## src/rtl/speck_pkg.sv

```systemverilog
// Shared definitions for the SPECK datapath blocks: operation modes,
// fold FSM states and a width-generic left-rotate helper.
package speck_pkg;

    typedef enum logic [1:0] {
        MODE_XOR    = 2'd0,
        MODE_ROLXOR = 2'd1,
        MODE_FOLD   = 2'd2,
        MODE_RSVD   = 2'd3
    } mode_e;

    typedef enum logic {
        ST_IDLE = 1'b0,
        ST_ACC  = 1'b1
    } state_e;

    // Widest word any SPECK variant uses; rol operates on this container.
    localparam int unsigned MAX_W = 64;

    // Rotate the low 'width' bits of 'word' left by 'amount' (amount < width).
    // Bits above 'width' are returned as zero.
    function automatic logic [MAX_W-1:0] rol(input logic [MAX_W-1:0] word,
                                             input int unsigned      amount,
                                             input int unsigned      width);
        logic [MAX_W-1:0] mask;
        logic [MAX_W-1:0] w;
        logic [MAX_W-1:0] r;
        mask = (width >= MAX_W) ? {MAX_W{1'b1}} : ((64'd1 << width) - 64'd1);
        w    = word & mask;
        if (amount == 0) begin
            r = w;
        end else begin
            r = (w << amount) | (w >> (width - amount));
        end
        return r & mask;
    endfunction

endpackage

```

## src/rtl/xor_mode_datapath.sv

```systemverilog
// Combinational beat function: plain XOR, or rotate-left of in1 then XOR.
module xor_mode_datapath
    import speck_pkg::*;
#(
    parameter int unsigned WIDTH = 16,
    parameter int unsigned ROT   = 2
) (
    input  mode_e             mode,
    input  logic [WIDTH-1:0]  in0,
    input  logic [WIDTH-1:0]  in1,
    output logic [WIDTH-1:0]  f
);

    logic [MAX_W-1:0] in1_ext;

    // Select the beat function; every mode except ROLXOR is a plain XOR.
    always_comb begin
        in1_ext            = '0;
        in1_ext[WIDTH-1:0] = in1;
        if (mode == MODE_ROLXOR) begin
            f = in0 ^ WIDTH'(rol(in1_ext, ROT, WIDTH));
        end else begin
            f = in0 ^ in1;
        end
    end

endmodule

```

## src/rtl/speck_xor_unit.sv

```systemverilog
// Handshaked XOR engine: single-beat XOR / ROLXOR results and multi-beat
// XOR folding, with a one-deep registered output stage.
module speck_xor_unit
    import speck_pkg::*;
#(
    parameter int unsigned WIDTH = 16,
    parameter int unsigned ROT   = 2,
    parameter int unsigned CNT_W = 8
) (
    input  logic              clk,
    input  logic              rst,
    input  logic [1:0]        mode,
    input  logic              in_valid,
    output logic              in_ready,
    input  logic [WIDTH-1:0]  in0,
    input  logic [WIDTH-1:0]  in1,
    input  logic              in_last,
    output logic              out_valid,
    input  logic              out_ready,
    output logic [WIDTH-1:0]  out_data,
    output logic [CNT_W-1:0]  out_count
);

    if (WIDTH < 2 || WIDTH > MAX_W) begin : g_bad_width
        $error("speck_xor_unit: WIDTH must be in 2..64");
    end
    if (ROT >= WIDTH) begin : g_bad_rot
        $error("speck_xor_unit: ROT must be below WIDTH");
    end
    if (CNT_W < 1) begin : g_bad_cnt
        $error("speck_xor_unit: CNT_W must be at least 1");
    end

    localparam logic [CNT_W-1:0] CNT_ONE = CNT_W'(1);
    localparam logic [CNT_W-1:0] CNT_MAX = {CNT_W{1'b1}};

    state_e            state_q, state_d;
    logic [WIDTH-1:0]  acc_q, acc_d;
    logic [CNT_W-1:0]  cnt_q, cnt_d;
    logic              out_valid_q, out_valid_d;
    logic [WIDTH-1:0]  out_data_q, out_data_d;
    logic [CNT_W-1:0]  out_count_q, out_count_d;

    mode_e             mode_eff;
    logic [WIDTH-1:0]  f;
    logic              accept;
    logic              take;
    logic [WIDTH-1:0]  acc_next;
    logic [CNT_W-1:0]  cnt_next;

    // A fold in progress forces FOLD semantics regardless of the beat's mode.
    always_comb begin
        mode_eff = (state_q == ST_ACC) ? MODE_FOLD : mode_e'(mode);
    end

    xor_mode_datapath #(
        .WIDTH (WIDTH),
        .ROT   (ROT)
    ) u_datapath (
        .mode (mode_eff),
        .in0  (in0),
        .in1  (in1),
        .f    (f)
    );

    // The output slot can refill whenever it is empty or being drained.
    always_comb begin
        in_ready = ~out_valid_q | out_ready;
        accept   = in_valid & in_ready;
        take     = out_valid_q & out_ready;
    end

    // Next-state logic for the fold FSM, accumulator, counter and output slot.
    always_comb begin
        state_d     = state_q;
        acc_d       = acc_q;
        cnt_d       = cnt_q;
        out_valid_d = out_valid_q & ~take;
        out_data_d  = out_data_q;
        out_count_d = out_count_q;
        acc_next    = acc_q ^ f;
        cnt_next    = (cnt_q == CNT_MAX) ? cnt_q : cnt_q + CNT_ONE;

        if (accept) begin
            if (state_q == ST_IDLE) begin
                if (mode_eff == MODE_FOLD && !in_last) begin
                    acc_d   = f;
                    cnt_d   = CNT_ONE;
                    state_d = ST_ACC;
                end else begin
                    out_data_d  = f;
                    out_count_d = CNT_ONE;
                    out_valid_d = 1'b1;
                end
            end else if (in_last) begin
                out_data_d  = acc_next;
                out_count_d = cnt_next;
                out_valid_d = 1'b1;
                acc_d       = '0;
                cnt_d       = '0;
                state_d     = ST_IDLE;
            end else begin
                acc_d = acc_next;
                cnt_d = cnt_next;
            end
        end
    end

    // State and output registers; reset discards any partial fold.
    always_ff @(posedge clk or posedge rst) begin
        if (rst) begin
            state_q     <= ST_IDLE;
            acc_q       <= '0;
            cnt_q       <= '0;
            out_valid_q <= 1'b0;
            out_data_q  <= '0;
            out_count_q <= '0;
        end else begin
            state_q     <= state_d;
            acc_q       <= acc_d;
            cnt_q       <= cnt_d;
            out_valid_q <= out_valid_d;
            out_data_q  <= out_data_d;
            out_count_q <= out_count_d;
        end
    end

    assign out_valid = out_valid_q;
    assign out_data  = out_data_q;
    assign out_count = out_count_q;

endmodule

```

## config.mk

```make
export PLATFORM = sky130hd
export DESIGN_NAME = speck_xor_unit
export DESIGN_NICKNAME = d
export VERILOG_FILES = /design/src/rtl/speck_pkg.sv /design/src/rtl/xor_mode_datapath.sv /design/src/rtl/speck_xor_unit.sv
export SDC_FILE = /design/constraint.sdc
export NUM_CORES = 1
export LEC_CHECK = 0
export CAP_MARGIN = 15
export CELL_PAD_IN_SITES_DETAIL_PLACEMENT = 0
export CELL_PAD_IN_SITES_GLOBAL_PLACEMENT = 2
export CORE_MARGIN = 2
export CORE_UTILIZATION = 33
export DETAILED_ROUTE_END_ITERATION = 10
export PLACE_DENSITY = 0.94
export SLEW_MARGIN = 30
export SYNTH_ARGS = -nofsm -noshare
export SYNTH_HDL_FRONTEND = slang
export SYNTH_SLANG_ARGS = --single-unit
```

## constraint.sdc

```tcl
create_clock -name clk -period 5.2 [get_ports clk]
set_input_delay 0.78 -clock clk [delete_from_list [all_inputs] [get_ports clk]]
set_output_delay 0.78 -clock clk [all_outputs]
set_load 0.01 [all_outputs]
```

# Yosys cells after proc, flatten, opt, wreduce, memory -nomap -nowiden
# Index checks and enable logic that the tools add are counted.
# totals
register_bits	50
latchBits	0
mem_bits_rw	0
rom_bits	0
inputBits	39
out_inout_bits	26
word_cells	50
mem_count	0
# op_classes
addsub	1
multipliers	0
n_div	0
n_lt_le_gt_ge	0
n_eq_ne	5
shifts	0
mux	23
bitwise_logic	10
n_reduce_logical	5
# op_table
operator	n
2-to-1 mux 16 bit	8
2-to-1 mux 8 bit	7
bitwise XOR 16 bit	3
OR 16 x 2 -> 16 bit	1
adder 8 x 1 -> 8 bit, second input constant	1
equality test 8 bit, second input constant	1
2-to-1 mux 1 bit	7
inequality test 2 bit, second input constant	2
bitwise AND 1 bit	3
AND reduction 3 bit	1
equality test 2 x 1 -> 1 bit, second input constant	1
equality test 2 bit, second input constant	1
2-to-1 mux 2 bit	1
inverter 1 bit	2
AND reduction 2 bit	1
nonzero test 2 bit	1
logical AND 1 bit	1
logical NOT 1 bit	1
OR 1 bit	1

# Logic depth before layout (Yosys ltp)
# Gate-level depths: netlist (run 1).
# depth
word_depth	8
depth_mapped	8
ltp_nobuf	6

# Cells and area by module
# Synthesis (run 1) repeated with hierarchy kept, for this count alone.
# unflattened
hier_cells	281
hier_area_um2	3041.7
# by_module_without_submodules
mod	instances	cells_each	area_per_inst_um2	seq_area_each_um2
speck_xor_unit	1	246	2696.3	1251.2
xor_mode_datapath	1	35	345.3	0.0

# Worst setup path before layout (run 1)
# OpenSTA, ideal clock, no wires.
# synth_path
path_kind	input-to-reg
from	input mode[1]
to	register acc_q[10]
setup_ns	0.142
arrival_ns	2.126
required_ns	5.058
setup_slack_ns	2.931
cell_stages	7
n_path_buf	2
cell_sequence	nor3b_1 > buf_6 > buf_6 > mux2i_1 > xor2_2 > mux2i_1 > o221ai_1
# synth_between
elab_chain_cells	6
elab_cells_between_ends	11
classes_between	2 x eq/ne; 5 x mux; 1 x bitwise; 3 x reduce/logical
# synth_rtl
element	line	rtl
start, declared	speck_xor_unit.sv:12	input logic [1:0] mode,
2-to-1 mux 2 bit *	speck_xor_unit.sv:53	mode_eff = (state_q == ST_ACC) ? MODE_FOLD : mode_e'(mode);
equality test 2 x 1 -> 1 bit	xor_mode_datapath.sv:20	if (mode == MODE_ROLXOR) begin
2-to-1 mux 16 bit	xor_mode_datapath.sv:20	
bitwise XOR 16 bit	speck_xor_unit.sv:81	acc_next = acc_q ^ f;
2-to-1 mux 16 bit	speck_xor_unit.sv:95	end else if (in_last) begin
2-to-1 mux 16 bit	speck_xor_unit.sv:85	if (state_q == ST_IDLE) begin
end signal, assigned	speck_xor_unit.sv:113	acc_q <= '0;
end signal, assigned	speck_xor_unit.sv:120	acc_q <= acc_d;
end, declared	speck_xor_unit.sv:38	logic [WIDTH-1:0] acc_q, acc_d;
# Mark *: on every way between the ends. The rest lies on a longest branch, timed or not. The select of a mux whose other input is x is not followed.
# A chain may end at the register's enable or synchronous reset.

# Final worst setup path (run 1)
# layout_path
from	input out_ready
to	output in_ready
# layout_between
elab_chain_cells	1
# layout_rtl
element	line	rtl
start, declared	speck_xor_unit.sv:19	input logic out_ready,
OR 1 bit	speck_xor_unit.sv:68	in_ready = ~out_valid_q | out_ready;
end, declared	speck_xor_unit.sv:14	output logic in_ready,
# Every way passes these cells.

==> metrics, run 1 <==
Post-Place Setup Slack around 1900 ps; simple-gate share of the synthesized area 0.1826; HP Class reg2reg; Peak Freq about 350 MHz; Initial Utilization 0.3402; clock root buffer clkbuf_8; Lkg Pwr 1.554 nW; Tmin final roughly 2800 ps; GRT Total Usage 0.1565; initial antenna violation count 0; Num CTS Buffers 5; post-synthesis mux area share 0.08941; pwr dens between 300 and 400 nW/µm²; status complete, no violations; Setup-failing EPs final 0; area grow syn2layout 28.26%; via count ~2.5k; Synth Area in XOR/XNOR 0.1236; Filler cells 854; dpl hpwl around 5200 µm; Routed WL ~7300 µm; PostCTS Resize Cnt 0; synthesized area between 2000 and 3000 µm²; Critical Path End in_ready; first-pass GRT wire length about 12000 µm; WP data required around 4400 ps; total grt overflow 0; Worst EP arrival between 2000 and 2500 ps; largest family of logic cells by synthesized area simple AND/OR/NAND/NOR gates; number of global-route vias before repair 2487; Pre-antenna DRT Iters 4; Ports between 60 and 70; Die ar. roughly 9800 µm²; reg2reg setup slack around 3000 ps; FF-to-FF Start state_q; CTS tree done; Worst Tran Pin Value approximately 710 ps; WS Path Type in2out; syn_area_per_cell between 9 and 10 µm²; GPL Wtd Cong slightly above 0.8; vias per cell between 5 and 6; final hold vios 0; Syn Inst Count approximately 320; cell taking the most area after synthesis dfrtp_1; share of post-route cells with drive strength above 1 0.07692; Final Slew Violations 0; Ant. Diodes 0; post-route worst setup slack between 2000 and 2500 ps; RR Endpoint acc_q[8]; Clock Path Buffers 2; Worst Reg-to-Reg Cells 7; htree depth 2; CP Capture Type primary output; pin count of the biggest net entering global routing between 50 and 60; complex-gate fraction of the synthesized area 0.1455; Rows 34; CTS Sinks 50; postcts setup bufs 0; Hold-fix buffers, CTS 0; setup_tns 0 ps; post-route ant nets 0; I/O Buffers 64; Syn. warnings 0; Synth async-reset ratio 1.000; Skew-Pair Late Insertion Delay roughly 310 ps; top post-synthesis cells by count nand2_1, dfrtp_1, mux2i_1; CTS clk-pin slew, worst paths about 90 ps; crit-path max FO 5; Tot Pwr approximately 1.3 mW; residual DRC count 0; adder-cell area share of the yosys netlist 0.004218; Slew HR 0.5256; Cells after DPL about 480; dominant cell by count in the synthesized netlist nand2_1; startpoint types input port; max_cap viols 0; post-synthesis cell type count 38; Final Skew ~5.7 ps; Synth Net Count approximately 360; Seq cells post-synth 50; RSZ-0062 raised after global routing no; Post-synth EDFFs 0; Die Width 98.82 µm; ranking of synthesized cells by area dfrtp_1, mux2i_1, nand2_1, xor2_1, xor2_2; top-area cell type share of the netlist area 0.4218; Final period util 0.5432; predominant post-synthesis flop cell dfrtp_1; Peak supply drop 142.6 µV; nets@finish 416; Non-Filler Instances around 490; per-cell routed wire length ~15 µm; CP startpoint out_ready; die extent in y 98.82 µm; Starting DRT DRC Count 90; Seq/Total Area, Yosys 0.4218; Core Region 8721 µm²
==> how the worst min path moves through the flow <==
stage            startpoint           end  slack (ps)  cells past startpoint
4_1_cts        out_count[4]  out_count[4]         490                      2
3_3_place_gp   out_count[2]  out_count[2]         460                      2
6_report       out_count[4]  out_count[4]         480                      2
3_5_place_dp   out_count[4]  out_count[4]         470                      2
5_1_grt        out_count[4]  out_count[4]         520                      2
2_1_floorplan     acc_q[10]     acc_q[10]         470                      2
==> critical path, cell delays in order <==
cell and delay (ps):
clkdlybuf4s50_1 440, nand2b_1 230, clkdlybuf4s50_1 590
==> power breakdown <==
group	total [mW]	switching (mW)	internal [mW]	leakage (nW)
registers	0.600	0.0898	0.510	0.628
logic	0.495	0.242	0.253	0.878
clock network	0.240	0.133	0.108	0.0482
total	1.33	0.464	0.871	1.55
==> through the flow <==
stage               instance area (µm²)  hold WS, ps  utilization
global route                       3805        522.2       0.4363
finish                             3805        481.8       0.4363
detailed placement                 3705        467.8       0.4248
CTS                                3796        490.4       0.4353
global placement                   3702        456.6       0.4245
floorplan                          2967        471.0            -
==> cell families after synthesis <==
family                   count (synthesis)
AND/OR/NAND/NOR                        117
AO/OA/AOI/OAI                           68
flip-flops                              50
XOR/XNOR                                35
multiplexers                            25
buffers and inverters                   21
adder cells (fa/ha/maj)                  1
==> cells in the final DEF (no fill, tap or decap), types with 2 or more instances in the layout <==
| cell type | count |
|---|---|
| a21oi_1 | 10 |
| a31o_2 | 2 |
| a31oi_1 | 4 |
| a32o_1 | 4 |
| and2_1 | 9 |
| buf_4 | 5 |
| clkbuf_8 | 6 |
| clkdlybuf4s50_1 | 64 |
| dfrtp_1 | 50 |
| inv_1 | 3 |
| mux2i_1 | 21 |
| mux2i_2 | 4 |
| nand2_1 | 54 |
| nand2b_1 | 3 |
| nand3_1 | 11 |
| nand4_1 | 2 |
| nor2_1 | 17 |
| nor2b_1 | 3 |
| nor3_1 | 6 |
| o21a_1 | 2 |
| o21ai_0 | 12 |
| o21ai_1 | 20 |
| o221ai_1 | 8 |
| o22a_1 | 2 |
| or3_1 | 7 |
| xnor2_1 | 12 |
| xor2_1 | 15 |
| xor2_2 | 8 |
==> area by class of cell <==
class | count | area, µm² | area share
Timing Repair Buffer | 69 | 678.2 | 0.1782
Clock buffer | 7 | 86.33 | 0.02269
Clock inverter | 1 | 5.005 | 0.001315
Tap cell | 108 | 135.1 | 0.03551
Multi-Input combinational cell | 246 | 1632 | 0.4288
Inverter | 4 | 17.52 | 0.004604
Sequential cell | 50 | 1251 | 0.3288
==> per-layer routing <==
metal	vias up	GRT usage	wire [µm]
li1	1221	-	-
met4	0	0.04215	82
met1	1210	0.1971	3196
met5	-	0	0
met3	7	0.02553	239
met2	52	0.2775	3751
==> flip-flops by register name, indices dropped and copies added (netlist names) <==
| name | flops |
|---|---|
| acc_q | 16 |
| out_valid | 1 |
| out_count | 8 |
| state_q | 1 |
| cnt_q | 8 |
| out_data | 16 |
(Power assumes the default switching activity.)
==> run 2: changes to the inputs <==
--- a/config.mk
+++ b/config.mk
@@ -9,9 +9,9 @@
 export CELL_PAD_IN_SITES_DETAIL_PLACEMENT = 0
 export CELL_PAD_IN_SITES_GLOBAL_PLACEMENT = 2
 export CORE_MARGIN = 2
-export CORE_UTILIZATION = 33
+export CORE_UTILIZATION = 28
 export DETAILED_ROUTE_END_ITERATION = 10
-export PLACE_DENSITY = 0.94
+export PLACE_DENSITY = 0.86
 export SLEW_MARGIN = 30
 export SYNTH_ARGS = -nofsm -noshare
 export SYNTH_HDL_FRONTEND = slang
==> constraint.sdc (replaced) <==
create_clock -name clk -period 2.35 [get_ports clk]
set_input_delay 0.3525 -clock clk [delete_from_list [all_inputs] [get_ports clk]]
set_output_delay 0.3525 -clock clk [all_outputs]
set_load 0.01 [all_outputs]
==> metrics, run 2 (synthesis gave the netlist of run 1 again) <==
Worst EP arrival 2210 ps (+170 ps); Slew HR 0.7177 (+0.1921); Routed WL 7593 µm (+4.5%); Seq pwr share 0.431 (-0.018); WP data required 2530 ps (-1890 ps); Comb pwr share 0.362 (-0.009); clock root buffer clkbuf_8; Lkg Pwr 1.608 nW (+3.5%); Final Skew 9.337 ps (+3.646 ps); pin count of the biggest net entering global routing 51 (unchanged); Rows 37 (+8.8%); die extent in y 106.9 µm (+8.2%); most frequent cells in the layout clkdlybuf4s50_1, nand2_1, dfrtp_1; Ports 65 (unchanged); number of global-route vias before repair 2508 (+0.84%); residual DRC count 0 (unchanged); initial antenna violation count 0 (unchanged); PostCTS Resize Cnt 0 (unchanged); Starting DRT DRC Count 106 (+18%); CTS Sinks 50 (unchanged); Core Region 10320 µm² (+18%); Hold-fix buffers, CTS 0 (unchanged); post-route worst setup slack 325.6 ps (-2050 ps); Skew-Pair Late Insertion Delay 310 ps (about the same); CTS tree done; dpl hpwl 5600 µm (+8.3%); leading cell type in the layout, fill and taps excluded clkdlybuf4s50_1; Ant. Diodes 0 (unchanged); area grow syn2layout 32.64%; postcts setup bufs 0 (unchanged); Die ar. 11430 µm² (+17%); via count 2468 (-0.88%); setup_tns 0 ps (unchanged); pwr dens 783.3 nW/µm² (+120%); Internal 2.049 mW (+140%); CP Capture Type flop; WS Path Type in2reg; Final Slew Violations 0 (unchanged); max_cap viols 0 (unchanged); Sw Share 0.3354 (-0.01228); startpoint types input port; dpl cell area 3822 µm² (+3.2%); Worst Tran Pin Value 421.9 ps (-289.7 ps); vias per cell 4.746 (-7.6%); Pre-antenna DRT Iters 4 (unchanged); Peak supply drop 264.9 µV (+86%); Post-Place Setup Slack -7.418 ps (-1933 ps); Die Width 106.9 µm (+8.2%); post-route ant nets 0 (unchanged); switching pwr 1.034 mW (+120%); I/O Buffers 64 (unchanged); Initial Utilization 0.2874 (-0.05281); HP Class in2async; Design Area, Final 3935 µm² (+3.4%); total grt overflow 0 (unchanged); first-pass GRT wire length 12590 µm (+3.3%); Num CTS Buffers 5 (unchanged); Final period util 0.8615; GRT Total Usage 0.1407 (-0.01573); Setup-failing EPs final 0 (unchanged); GPL Wtd Cong 0.8209 (-0.62%); RSZ-0062 raised after global routing no; status complete, no violations; share of post-route cells with drive strength above 1 0.09635 (+0.01943); Tmin final 2024 ps; htree depth 2 (unchanged); Peak Freq 494.0 MHz; Clock Path Buffers 2 (unchanged); clock network fraction of design power 0.207 (+0.027); CTS clk-pin slew, worst paths 100 ps (about the same); crit-path max FO 16 (+11); per-cell routed wire length 14.60 µm (-2.6%); nets@finish 424 (+1.9%); final hold vios 0 (unchanged)
run 2: cell types whose count changed in the layout (fill, tap and decap cells not counted), sizes merged:
cell    change
buf         +8
bufinv      +1
clkbuf      -1
clkinv      -1
run 2: metrics by stage:
step                utilization  hold slack (ps)  total power, mW  std cells
CTS                      0.3812            418.8            3.116        520
floorplan                     -            471.0            1.963        317
detailed placement       0.3703            472.2            2.480        513
global placement         0.3703            457.2            2.436        513
finish                   0.3812            408.9            3.082        520
global route             0.3812            430.1            3.308        520
run 2: layout make-up:
cell class	instances	area, µm²
fillers	1063	6389
multi-input cells	246	1623
flip-flops and latches	50	1251
repair buffers	77	763.2
well taps	136	170.2
clock buffers	6	82.58
clock inverters	1	30.03
inverters	4	15.01
run 2: final timing paths:
check | start | end | slack, ps | depth (start not counted)
min in group clk | out_count[2] | out_count[2] | 480 | 2
worst min register to register | out_count[2] | out_count[2] | 480 | 2
worst max-delay path | mode[0] | acc_q[7] | 330 | 7
max in group asynchronous | rst | acc_q[12] | 1710 | 3
worst min-delay path | rst | out_count[6] | 410 | 3
worst max register to register | cnt_q[0] | cnt_q[0] | 400 | 7
run 2: worst max-delay path, cell delays in order:
cell and delay, ps:
clkdlybuf4s50_1 490, nor3b_2 240, buf_12 210, mux2i_2 300, xor2_2 240, mux2i_1 220, o221ai_1 130
run 2: metal layers:
layer	wire length, µm	track usage	up-vias
li1	-	-	1233
met1	3443	0.1840	1164
met2	3729	0.2370	58
met3	281	0.02553	13
met4	139	0.04267	0
met5	0	0	-
run 2: power by group through the flow:
stage	clock network [mW]	registers, mW	logic, mW
5_1_grt	0.692	1.37	1.25
2_1_floorplan	0	1.36	0.607
4_1_cts	0.649	1.33	1.14
3_5_place_dp	0	1.35	1.13
6_report	0.638	1.33	1.11
3_3_place_gp	0	1.33	1.11
==> run 3: changes to the inputs <==
--- a/config.mk
+++ b/config.mk
@@ -12,6 +12,7 @@
 export CORE_UTILIZATION = 28
 export DETAILED_ROUTE_END_ITERATION = 10
 export PLACE_DENSITY = 0.86
+export SETUP_SLACK_MARGIN = 0.05
 export SLEW_MARGIN = 30
 export SYNTH_ARGS = -nofsm -noshare
 export SYNTH_HDL_FRONTEND = slang
==> results of run 3 <==
The final DEF is identical to that of run 2; final timing and power are the same.
